[src/rtl/alu_types_pkg.sv]
// Shared ALU opcode encoding, response payload and opcode helpers
// for the alu_issuer front end.
package alu_types_pkg;

  localparam int unsigned ALU_N     = 32;
  localparam int unsigned ALU_TAG_W = 4;

  typedef enum logic [3:0] {
    ALU_AND  = 4'd1,
    ALU_OR   = 4'd2,
    ALU_XOR  = 4'd3,
    ALU_SLL  = 4'd5,
    ALU_SRL  = 4'd6,
    ALU_SRA  = 4'd7,
    ALU_ADD  = 4'd8,
    ALU_SUB  = 4'd12,
    ALU_SLT  = 4'd13,
    ALU_SLTU = 4'd15
  } alu_control_t;

  typedef struct packed {
    logic [ALU_N-1:0]     result;
    logic                 overflow;
    logic                 zero;
    logic                 equal;
    logic                 err;
    logic [ALU_TAG_W-1:0] tag;
  } alu_rsp_t;

  function automatic logic is_legal_op(input logic [3:0] op);
    case (op)
      ALU_AND, ALU_OR, ALU_XOR, ALU_SLL, ALU_SRL, ALU_SRA,
      ALU_ADD, ALU_SUB, ALU_SLT, ALU_SLTU: is_legal_op = 1'b1;
      default:                             is_legal_op = 1'b0;
    endcase
  endfunction

  // Only arithmetic ops can meaningfully report signed overflow.
  function automatic logic has_overflow(input logic [3:0] op);
    has_overflow = (op == ALU_ADD) || (op == ALU_SUB);
  endfunction

endpackage

[src/rtl/resp_fifo.sv]
// Synchronous response FIFO with occupancy count; pointers wrap modulo DEPTH.
module resp_fifo #(
  parameter int unsigned DEPTH = 4,
  parameter int unsigned W     = 8,
  localparam int unsigned AW   = $clog2(DEPTH),
  localparam int unsigned CW   = AW + 1
) (
  input  logic          clk,
  input  logic          rst_n,
  input  logic          push,
  input  logic [W-1:0]  wdata,
  input  logic          pop,
  output logic [W-1:0]  rdata,
  output logic [CW-1:0] count
);

  logic [W-1:0]  mem [DEPTH];
  logic [AW-1:0] wr_ptr;
  logic [AW-1:0] rd_ptr;
  logic          push_ok;
  logic          pop_ok;

  assign push_ok = push && (count != CW'(DEPTH));
  assign pop_ok  = pop && (count != '0);
  assign rdata   = mem[rd_ptr];

  // Storage carries no reset; validity is tracked by count alone.
  always_ff @(posedge clk) begin
    if (push_ok) mem[wr_ptr] <= wdata;
  end

  always_ff @(posedge clk or negedge rst_n) begin
    if (!rst_n) begin
      wr_ptr <= '0;
      rd_ptr <= '0;
      count  <= '0;
    end else begin
      if (push_ok) wr_ptr <= wr_ptr + AW'(1);
      if (pop_ok)  rd_ptr <= rd_ptr + AW'(1);
      case ({push_ok, pop_ok})
        2'b10:   count <= count + CW'(1);
        2'b01:   count <= count - CW'(1);
        default: count <= count;
      endcase
    end
  end

endmodule

[src/rtl/alu_issuer.sv]
// Registered issue stage in front of the combinational ALU, with an
// in-order response FIFO and a saturating overflow counter.
module alu_issuer
  import alu_types_pkg::*;
#(
  parameter int unsigned N     = ALU_N,
  parameter int unsigned DEPTH = 4,
  parameter int unsigned TAG_W = ALU_TAG_W
) (
  input  logic             clk,
  input  logic             rst_n,
  input  logic             req_valid,
  output logic             req_ready,
  input  logic [3:0]       req_op,
  input  logic [N-1:0]     req_a,
  input  logic [N-1:0]     req_b,
  input  logic [TAG_W-1:0] req_tag,
  output logic [N-1:0]     alu_a,
  output logic [N-1:0]     alu_b,
  output logic [3:0]       alu_control,
  input  logic [N-1:0]     alu_result,
  input  logic             alu_overflow,
  input  logic             alu_zero,
  input  logic             alu_equal,
  output logic             rsp_valid,
  input  logic             rsp_ready,
  output logic [N-1:0]     rsp_result,
  output logic             rsp_overflow,
  output logic             rsp_zero,
  output logic             rsp_equal,
  output logic             rsp_err,
  output logic [TAG_W-1:0] rsp_tag,
  output logic [15:0]      ovf_count,
  output logic             idle
);

  localparam int unsigned CW = $clog2(DEPTH) + 1;

  logic             issue_valid;
  logic [TAG_W-1:0] issue_tag;
  logic [CW-1:0]    count;
  logic             accept;
  logic             legal;
  alu_rsp_t         wdata;
  alu_rsp_t         head;

  // Credit check uses registered state only; a same-cycle pop is not counted.
  assign req_ready = (count + CW'(issue_valid)) < CW'(DEPTH);
  assign accept    = req_valid && req_ready;

  always_ff @(posedge clk or negedge rst_n) begin
    if (!rst_n) begin
      issue_valid <= 1'b0;
      issue_tag   <= '0;
      alu_a       <= '0;
      alu_b       <= '0;
      alu_control <= '0;
    end else begin
      issue_valid <= accept;
      if (accept) begin
        issue_tag   <= req_tag;
        alu_a       <= req_a;
        alu_b       <= req_b;
        alu_control <= req_op;
      end
    end
  end

  // Illegal opcodes still occupy a slot so order is preserved, but carry no data.
  always_comb begin
    legal          = is_legal_op(alu_control);
    wdata          = '0;
    wdata.tag      = issue_tag;
    wdata.err      = !legal;
    if (legal) begin
      wdata.result   = alu_result;
      wdata.overflow = alu_overflow && has_overflow(alu_control);
      wdata.zero     = alu_zero;
      wdata.equal    = alu_equal;
    end
  end

  resp_fifo #(
    .DEPTH (DEPTH),
    .W     ($bits(alu_rsp_t))
  ) u_fifo (
    .clk   (clk),
    .rst_n (rst_n),
    .push  (issue_valid),
    .wdata (wdata),
    .pop   (rsp_ready),
    .rdata (head),
    .count (count)
  );

  always_ff @(posedge clk or negedge rst_n) begin
    if (!rst_n) begin
      ovf_count <= '0;
    end else if (issue_valid && wdata.overflow && (ovf_count != 16'hFFFF)) begin
      ovf_count <= ovf_count + 16'd1;
    end
  end

  assign rsp_valid    = (count != '0);
  assign rsp_result   = head.result;
  assign rsp_overflow = head.overflow;
  assign rsp_zero     = head.zero;
  assign rsp_equal    = head.equal;
  assign rsp_err      = head.err;
  assign rsp_tag      = head.tag;
  assign idle         = !issue_valid && (count == '0);

endmodule

[config.mk]
export PLATFORM = sky130hd
export DESIGN_NAME = alu_issuer
export DESIGN_NICKNAME = d
export VERILOG_FILES = /design/src/rtl/alu_types_pkg.sv /design/src/rtl/resp_fifo.sv /design/src/rtl/alu_issuer.sv
export SDC_FILE = /design/constraint.sdc
export NUM_CORES = 1
export LEC_CHECK = 0
export CAP_MARGIN = 20
export CORE_UTILIZATION = 50
export CTS_CLUSTER_DIAMETER = 120
export DETAILED_ROUTE_END_ITERATION = 10
export MAX_ROUTING_LAYER = met4
export PLACE_DENSITY = 0.8
export SLEW_MARGIN = 20
export SYNTH_ARGS = -nofsm -noshare
export SYNTH_HDL_FRONTEND = slang
export SYNTH_HIERARCHICAL = 1
export SYNTH_SLANG_ARGS = --single-unit
[constraint.sdc]
create_clock -name clk -period 2.5 [get_ports clk]
set_input_delay 0.5 -clock clk [delete_from_list [all_inputs] [get_ports clk]]
set_output_delay 0.5 -clock clk [all_outputs]
set_load 0.05 [all_outputs]
==> metrics <==
M2 GR Usage a little under two fifths; unrepaired setup endpoints after global routing true; Max Buffers Root-to-Sink 3; LEAKAGE around 0.0053 uW; final WL 21.8 mm; initial cell density of the core 51.4%; Worst-Skew Late Latency between 0.5 and 0.6 ns; largest net degree at the start of global routing 56; Synthesized Nets 640; Post-DP Area ~13000 um2; status completed; Synth cell types 38; relative slew slack 58.8%; crit start category flip-flop; number of global-route vias before repair between 6000 and 7000; CTS Sinks between 200 and 300; ratio of cells with drive above 1 in the final layout 22.9%; 1st-iter DRT viols roughly 280; Max Cap Viol 0; Critical Path End Type output port; DRT antenna net count 0; Util after Layout about 71%; Final min period 2.46 ns; clock root cell clkbuf_16; EDFF count, synth 160; NumNets Final approximately 900; Pre-Repair DR Iteration Count 4; Reg clk slew, reported paths 0.06 ns; met3 usage roughly 5.6%; DRC 0; skew final between 0.006 and 0.007 ns; final slew viol count 0; fill count approximately 1300; die height roughly 140 um; maximum vdd drop 1180 uV; GR Util met1 27.0%; io pins about 240; design area roughly 14000 um2; initial antenna violation count 0; first-pass GRT wire length between 30 and 40 mm; TritonCTS clock tree yes; Via density 5.26; Post-Syn Area per Cell around 19 um2; critical path peak fanout 14; HP Class flip-flop to flip-flop; P&R area growth vs syn 38.2%; Post-synth ARST share a little under two fifths; Port Buffer Count between 200 and 250; Post-Syn Area around 10000 um2; Worst EP required 2.00 ns; Synth warnings 6; top_reg_cell synth edfxtp_1; busiest grt layer met2; TritonCTS buffer count 27; Final period util 98.6%; antenna cells 0; Cells after Synth roughly 520; WP data arrival between 1.5 and 2 ns; H-tree depth 1; GRT Residual Overflow 0; # rows approximately 50; Setup Crit Path Kind flip-flop to output port; Die Span X 144 um; Yosys reg bits about 260; Detail Placement HPWL roughly 14 mm; Seq/Total Area, Yosys 71.3%; core area between 15000 and 20000 um2; pwr dens 1510 nW/um2; DR WL/cell between 20 and 25 um; Placer Congestion roughly 0.84; slew at the pin closest to its max-slew limit 0.617 ns; Final setup viols 0; die area 20800 um2; gr usage total between 20% and 30%; final hold violation count 0; Fmax achieved ~410 MHz; via count 5625
## cells in the mapped netlist, drive strengths merged, types with 3 or more instances
| cell | instances | area (um2) |
|---|---|---|
| edfxtp | 160 | 4800 |
| dfrtp | 96 | 2400 |
| mux2 | 75 | 845 |
| and2 | 40 | 253 |
| mux4 | 40 | 908 |
| buf | 18 | 186 |
| xor2 | 18 | 165 |
| nand2 | 11 | 46.3 |
| inv | 10 | 37.5 |
| ha | 6 | 75.1 |
| nor2 | 6 | 22.5 |
| nor3 | 6 | 30.0 |
| nand4 | 5 | 31.3 |
| nor4 | 5 | 91.3 |
| clkbuf | 4 | 15.0 |
| and3 | 3 | 23.8 |
| nand3 | 3 | 15.0 |
| or3 | 3 | 18.8 |
| xnor2 | 3 | 26.3 |
## cell usage in the layout (no fill, tap or decap), types with 2 or more instances in the layout
master	count
clkdlybuf4s50_1	193
edfxtp_1	160
dfrtp_1	94
mux2_1	51
mux4_2	40
and2_1	35
clkbuf_16	27
buf_4	27
buf_12	25
mux2_2	24
xor2_1	17
inv_1	10
nand2_1	9
buf_6	9
bufinv_16	7
nor2_1	6
nor3_1	6
ha_1	6
clkinv_1	6
nand4_1	5
nor4_4	4
and2_2	4
nand3_1	3
or3_1	3
clkbuf_1	3
clkinv_2	3
xnor2_1	3
and3_1	2
o21ai_0	2
## cells by family after synthesis
family / after synthesis / synth area share, %
AOI/OAI and AO/OA: 4 / 0.371
xor gates and xnor gates: 21 / 1.89
adders and majority gates: 7 / 0.940
buffers and inverters: 32 / 2.36
DFF: 256 / 71.3
muxes: 116 / 17.4
and+or+nand+nor: 86 / 5.72
## per-layer routing
| layer | wire length, um | vias up | part of all wire, % |
|---|---|---|---|
| li1 | - | 2515 | - |
| met1 | 8370 | 2850 | 38 |
| met2 | 11200 | 235 | 51 |
| met3 | 1760 | 25 | 8.1 |
| met4 | 435 | 0 | 2.0 |
| met5 | 0 | - | 0 |
## power breakdown
group	internal [uW]	switching, uW	total, uW
Combinational	3880	6140	10000
Clock	2700	1580	4280
Sequential	6130	638	6770
## critical path, cell delays in order (launching register included)
cell and delay (ns):
dfrtp_4 0.49, buf_12 0.19, mux4_2 0.57, buf_12 0.18
## layout make-up
type | count | area [um2] | share of cell area (%)
Clock inverter | 19 | 275 | 1.97
Multi-Input combinational cell | 234 | 2670 | 19.1
Inverter | 10 | 37.5 | 0.269
Timing Repair Buffer | 256 | 2760 | 19.7
Clock buffer | 30 | 687 | 4.92
Tap cell | 265 | 332 | 2.37
Sequential cell | 256 | 7210 | 51.6
## worst paths after layout
| kind | from | end | slack (ns) | depth (start not counted) |
|---|---|---|---|---|
| setup / recovery | u_fifo/rd_ptr[0]$_DFFE_PN0P_ | rsp_tag[1] | 0.04 | 3 |
| hold / removal | alu_a[8]$_DFFE_PN0P_ | alu_a[8]$_DFFE_PN0P_ | 0.49 | 1 |
| setup reg to reg | u_fifo/count[2]$_DFFE_PN0P_ | u_fifo/count[2]$_DFFE_PN0P_ | 0.43 | 8 |
| hold reg to reg | alu_a[8]$_DFFE_PN0P_ | alu_a[8]$_DFFE_PN0P_ | 0.49 | 1 |
| max in group asynchronous | rst_n | alu_a[27]$_DFFE_PN0P_ | 1.27 | 3 |
| min in group asynchronous | rst_n | alu_b[4]$_DFFE_PN0P_ | 0.51 | 2 |
## sequential cells by signal, indices dropped and copies added, names as in the netlist
register	count
alu_a	32
alu_b	32
alu_control	4
issue_tag	4
issue_valid	1
ovf_count	16
u_fifo/count	3
u_fifo/mem	160
u_fifo/rd_ptr	2
u_fifo/wr_ptr	2
## what timing repair did
action | CTS | global route
resized for setup | 4 | 9
cloned | 0 | 0
setup buffers | 2 | 0
setup endpoints to repair | 37 | 17
hold buffers | 1 | 0
hold endpoints to repair | 41 | 0
## metrics by stage
step           std cells  power (uW)  TNS [ns]  setup slack, ns  hold WS [ns]
4_1_cts             1070       21200   -0.0113          -0.0105         0.496
6_report            1070       21100         0           0.0353         0.490
5_1_grt             1070       22000    -0.178          -0.0386         0.513
2_1_floorplan        522       13200         0            0.248         0.204
3_5_place_dp        1018       16800         0            0.263         0.480
3_3_place_gp        1018       16600         0            0.272         0.474
Power figures use the tool's default switching activity.
